`config.mk`:
```
export PLATFORM = sky130hd
export DESIGN_NAME = upsizer
export DESIGN_NICKNAME = d
export VERILOG_FILES = /design/src/rtl/upsizer.sv
export SDC_FILE = /design/constraint.sdc
export NUM_CORES = 2
export LEC_CHECK = 0
export ABC_AREA = 0
export BUFFER_PORTS_ARGS = -buffer_cell sky130_fd_sc_hd__buf_2
export CAP_MARGIN = 10
export CORE_AREA = 5 5 500 502
export DETAILED_ROUTE_END_ITERATION = 12
export DIE_AREA = 0 0 505 507
export PLACE_DENSITY_LB_ADDON = 0.25
export SLEW_MARGIN = 20
export SYNTH_ARGS = -nofsm -noshare
export SYNTH_HDL_FRONTEND = slang
export SYNTH_SLANG_ARGS = --single-unit
```
`constraint.sdc`:
```
create_clock -name clk -period 148.9 [get_ports clk]
set_clock_uncertainty 0.1 [all_clocks]
set_input_delay 7.445 -clock clk [delete_from_list [all_inputs] [get_ports clk]]
set_output_delay 7.445 -clock clk [all_outputs]
set_load 0.02 [all_outputs]
```
`src/rtl/upsizer.sv`:
```
// Narrow-to-wide packer: RATIO beats of DATA_IN_WIDTH bytes form one DATA_OUT_WIDTH-byte word.
// Optional early completion on last_in when UPSIZER_PARTIAL_FLUSH_EN is defined.

module upsizer_lane #(
    parameter int W = 256
) (
    input  logic         clk,
    input  logic         rst,
    input  logic         wr_en,
    input  logic         cur,
    input  logic         zero,
    input  logic [W-1:0] din,
    output logic [W-1:0] word
);
    logic [W-1:0] asm_q;

    always_ff @(posedge clk or posedge rst) begin
        if (rst)        asm_q <= '0;
        else if (wr_en) asm_q <= din;
    end

    // The completing beat bypasses the assembly register so the word can move out on the same edge.
    assign word = zero ? '0 : (cur ? din : asm_q);
endmodule

module upsizer #(
    parameter int DATA_IN_WIDTH  = 32,
    parameter int DATA_OUT_WIDTH = 128,
    parameter int BEAT_CNT_WIDTH = 2
) (
    input  logic                        clk,
    input  logic                        rst,
    input  logic [DATA_IN_WIDTH*8-1:0]  data_in,
    input  logic                        valid_in,
    input  logic                        last_in,
    output logic                        in_ready,
    output logic [DATA_OUT_WIDTH*8-1:0] data_out,
    output logic [(1<<BEAT_CNT_WIDTH)-1:0] keep_out,
    output logic                        out_en,
    input  logic                        out_ready
);
    localparam int RATIO = 1 << BEAT_CNT_WIDTH;
    localparam int LW    = DATA_IN_WIDTH * 8;

    logic [BEAT_CNT_WIDTH-1:0]   beat_cnt;
    logic                        last_beat, flush_req, accept, complete;
    logic [RATIO-1:0][LW-1:0]    word_nxt;
    logic [RATIO-1:0][LW-1:0]    data_q;
    logic [RATIO-1:0]            keep_nxt;

    assign last_beat = (beat_cnt == BEAT_CNT_WIDTH'(RATIO - 1));

`ifdef UPSIZER_PARTIAL_FLUSH_EN
    assign flush_req = valid_in && last_in;
`else
    logic unused_last;
    assign unused_last = last_in;
    assign flush_req   = 1'b0;
`endif

    // Only a completing beat needs the output register, so only it waits on a stalled sink.
    assign in_ready = !rst && !(out_en && !out_ready && (last_beat || flush_req));
    assign accept   = valid_in && in_ready;
    assign complete = accept && (last_beat || flush_req);

    for (genvar i = 0; i < RATIO; i++) begin : g_lane
        logic cur, zero;
        assign cur         = (beat_cnt == BEAT_CNT_WIDTH'(i));
        assign zero        = (BEAT_CNT_WIDTH'(i) > beat_cnt);
        assign keep_nxt[i] = !zero;

        upsizer_lane #(.W(LW)) u_lane (
            .clk   (clk),
            .rst   (rst),
            .wr_en (accept && cur),
            .cur   (cur),
            .zero  (zero),
            .din   (data_in),
            .word  (word_nxt[i])
        );
    end

    always_ff @(posedge clk or posedge rst) begin
        if (rst) begin
            beat_cnt <= '0;
            data_q   <= '0;
            keep_out <= '0;
            out_en   <= 1'b0;
        end else begin
            if (accept)
                beat_cnt <= complete ? '0 : beat_cnt + 1'b1;
            // A completion on the draining edge replaces the old word with no bubble.
            if (complete) begin
                data_q   <= word_nxt;
                keep_out <= keep_nxt;
                out_en   <= 1'b1;
            end else if (out_en && out_ready) begin
                out_en   <= 1'b0;
            end
        end
    end

    assign data_out = data_q;
endmodule

```
Yosys cells after proc, flatten, opt, wreduce, memory -nomap -nowiden --
Cells that the tools add are included.
Word-level totals: register bits 2055, bits of input ports 261, output and inout bits 1030, word-level logic and storage cells 48
Operators by class: $add $sub $neg 1, magnitude comparators 4, equal/unequal tests 3, multiplexer cells 11, reduce and logical (&&, ||, !) cells 18
Operators by type and width (count):
- two-way mux 256 bit | 8
- logical AND 1 bit | 9
- logical NOT 1 bit | 7
- == test 2 bit (second input constant) | 2
- greater-than comparator 1 x 2 -> 1 bit (first input constant) | 2
- greater-than comparator 2 bit (first input constant) | 2
- adder 2 x 1 -> 2 bit (second input constant) | 1
- == test 2 x 1 -> 1 bit (second input constant) | 1
- logical NOT 2 bit | 1
- two-way mux 1 bit | 2
- two-way mux 2 bit | 1
- nonzero test 2 bit | 1

Depth between registers and ports, before layout --
word-level depth 8, mapped depth 9, mapped depth without buffers 5

Cells and area by module --
Synthesis repeated with hierarchy kept, for this count alone.
Unflattened totals: cells, all modules 6639, area, all modules 93663.6 um2
Modules (own cells, without submodules):
- upsizer_lane | instances 4, cells an instance 1110, area each 13678.1 um2, seq. area each 6406.1 um2
- upsizer | instances 1, cells an instance 2199, area each 38951.1 um2, seq. area each 25799.7 um2

Worst setup path before layout --
Ideal clock, no wire load.
path kind input-to-reg, start input rst, end register data_q, in the netlist data_out[513], setup time 128 ps, arrival time 48967 ps, required time 148672 ps, path slack 99705 ps, cell stages on the path 6, path buffers 3, cells stage by stage inv_1 nand4_1 buf_2 buf_2 buf_2 mux2_1
On the way: word-level cells in the longest chain between the ends 4
RTL lines:
- from (decl) | line 32 | input logic rst,
- logical NOT 1 bit (no line)
- logical AND 1 bit | line 62 | assign in_ready = !rst && !(out_en && !out_ready && (last_beat || flush_req));
- logical AND 1 bit | line 63 | assign accept = valid_in && in_ready;
- logical AND 1 bit | line 64 | assign complete = accept && (last_beat || flush_req);
- to (signal assigned) | line 94 | data_q <= word_nxt;
- to (decl) | line 48 | logic [RATIO-1:0][LW-1:0] data_q;
No other way between the ends. A chain may end at the register's enable or synchronous reset.

Worst setup path after layout --
start input out_ready, end output in_ready
On the way: word-level cells in the longest chain between the ends 5
RTL lines:
- from (decl) | line 40 | input logic out_ready
- logical NOT 1 bit | line 62
- logical AND 1 bit (2 in a row) | line 62
- logical NOT 1 bit | line 62
- logical AND 1 bit | line 62
- to (decl) | line 36 | output logic in_ready,
No other way between the ends.

==> impl_metrics.csv <==
group,metric,value,unit
power_and_ir_drop,p_int,1.44,mW
power_and_ir_drop,pwr-share-seq,36.5,%
die,core,245000,um^2
timing,setup_viol,0,
timing,worst_pin_slew,1180,ps
power_and_ir_drop,ir_worst_vdd,13.2,uV
placement,port_buffers,1289,
timing,fin_crit,15840,ps
placement,hpwl,167,mm
timing,fmax,63.1,MHz
placement,place_congestion,0.798,
clock_network,clk_pin_slew,60,ps
synthesis,synth_cell_types,20,
timing,setup-tns-final,0,ps
cells_and_area,syn_to_final_growth,21.1,%
timing,final_hold_viol_count,0,
synthesis,synthFlopType,"dfrtp_1",
cells_and_area,most-common-layout-cells,"mux2_2 (1951), dfrtp_1 (1799), buf_2 (1289)",
worst_setup_path,path_max_fanout,5,
worst_hold_path,hp-class,"flop to flop",
clock_network,tritoncts,"yes",
synthesis,syn_avg_cell_area,15.3,um^2
worst_setup_path,crit_path_end_kind,"primary output",
worst_setup_path,path_cells,"buf_2, and3b_1, nor2_1, buf_2",
worst_setup_path,cp_data_arrival_time,8290,ps
power_and_ir_drop,power.density,25.2,nW/um^2
timing,drv_slew,0,
global_routing,grt_pass1_vias,48775,
power_and_ir_drop,p_comb_share,41.7,%
synthesis,synth_warnings,0,
routing,ant_nets,0,
synthesis,synth_seq_cells,1799,
routing,wire_per_inst,25.7,um
die,pin_count,1291,
power_and_ir_drop,swShare,38.1,%
clock_network,ctsHoldBuffers,0,
timing,max_slew_margin,21.0,%
routing,first_pass_iters,4,
synthesis,synthCells,4989,
die,die_area,256000,um^2
synthesis,seq_area_frac_synth,59.1,%
power_and_ir_drop,clkPwrFrac,21.8,%
routing,drc_errors,0,
clock_network,clock-sinks,1799,
cells_and_area,layout.nets,6479,
cells_and_area,drive_gt1_share,57.2,%
clock_network,worstSkewPairLatency,850,ps
worst_setup_path,crit_top_cell,"buf_2",
synthesis,synth_edf_count,0,
cells_and_area,final_common_cell,"mux2_2",
global_routing,grt_pass1_wl,358,mm
die,die_w,505,um
clock_network,htree_levels,4,
clock_network,post_cts_resized,0,
synthesis,syn-num-nets,5255,
worst_setup_path,cp-start-kind,"primary input",
power_and_ir_drop,p_leak,43.3,nW
global_routing,grt_usage,18.7,%
worst_setup_path,crit_family,"simple AND/OR/NAND/NOR gates",
die,die_h,507,um
job,maxCapViolCount,0,
outcome,status,"complete, no violations",
worst_setup_path,required,141360,ps
global_routing,grt-ovfl-total,0,
routing,drtIter0Drc,2347,
clock_network,root_buffer,"clkbuf_16",
power_and_ir_drop,design_power_total,2.33,mW
clock_network,cts_setup_buffers,0,
clock_network,cts_buffer_depth,3,
synthesis,netlist_area,76100,um^2
worst_setup_path,worstSetupPathType,"primary input to primary output",
timing,rsz0062_at_grt,"false",
die,placement_rows,182,
synthesis,ys_async_sr_fraction,100,%
worst_setup_path,critPathSlowestCell,"and3b_1",
routing,vias,46864,
worst_setup_path,critPathBufInv,2,
timing,period_share,10.6,%
clock_network,cts_buffers,199,
global_routing,antenna_found_initial,51,
power_and_ir_drop,switching_power,0.886,mW
worst_setup_path,max_stage_delay,430,ps
routing,viasPerCell,4.87,
routing,routed_wl,247,mm
global_routing,grt_start_max_net_pins,178,
die,start_util,31.1,%
-- layer usage --
metal  GRT usage, %  part of all wire (%)
met1           24.1                    43
met2           29.7                    46
met5              0                 0.042
met4           6.07                   3.2
met3           6.35                   7.7
-- kinds of logic after synthesis --
kind of cell	Yosys count	synth area share, %
muxes	2308	33.7
DFF	1799	59.1
buffers and inverters	351	2.76
and+or+nand+nor	270	1.39
AOI/OAI and AO/OA	256	2.94
adders and majority gates	5	0.0822
-- layout make-up --
class,count,area [um^2]
repair buffers,1369,7180
inverters,5,26.3
fillers,23601,153000
well taps,3220,4030
multi-input cells,2839,29100
clock buffers,302,5940
flip-flops and latches,1799,45000
diodes,17,42.5
clock inverters,64,886
-- registers in the layout, indices dropped and copies added (netlist names) --
register,flops
beat_cnt,2
data_out,1024
g_lane.u_lane.asm_q,768
keep_out,4
out_en,1
-- power groups by stage --
stage	clock network (mW)	registers, mW	logic [mW]
floorplan	0	1.01	0.474
global placement	0	0.843	0.978
detailed placement	0	0.856	0.988
CTS	0.523	0.849	0.991
global route	0.542	0.879	1.04
finish	0.507	0.850	0.971
-- final timing paths --
| path | end | slack (ps) | cells after the start | from |
|---|---|---|---|---|
| hold / removal | keep_out[3]$_DFFE_PP0P_ | 360 | 1 | keep_out[3]$_DFFE_PP0P_ |
| max in group asynchronous | data_out[350]$_DFFE_PP0P_ | 136140 | 10 | rst |
| hold reg to reg | keep_out[3]$_DFFE_PP0P_ | 360 | 1 | keep_out[3]$_DFFE_PP0P_ |
| min in group asynchronous | data_out[262]$_DFFE_PP0P_ | 6640 | 2 | rst |
| setup reg to reg | data_out[644]$_DFFE_PP0P_ | 143360 | 8 | beat_cnt[1]$_DFFE_PP0N_ |
| setup / recovery | in_ready | 133060 | 4 | out_ready |
-- Yosys cell counts, types with 3 or more instances --
library cell,n,share of area (%)
buf_2,153,1.0
mux2_2,1951,29
mux2i_1,258,3.4
dfrtp_1,1799,59
nand2b_1,3,0.025
buf_6,76,1.1
a22o_1,256,2.9
ha_1,5,0.082
buf_4,5,0.049
mux2_1,99,1.5
nor2_1,259,1.3
nor4bb_1,3,0.039
inv_1,5,0.025
buf_1,20,0.099
clkbuf_1,92,0.45
-- per-stage QoR --
step           setup slack, ps  cells  hold WS [ps]  utilization (%)  instance area (um^2)
3_5_place_dp            133050   9230           350             34.9                 85300
3_3_place_gp            133090   9230           345             34.9                 85300
6_report                133060   9615           363             37.7                 92200
2_1_floorplan            90550   4989           354                -                 76100
4_1_cts                 133050   9596           370             37.6                 92100
5_1_grt                 133030   9611           390             37.7                 92200
Note: power is estimated with default switching activity, not from simulation.
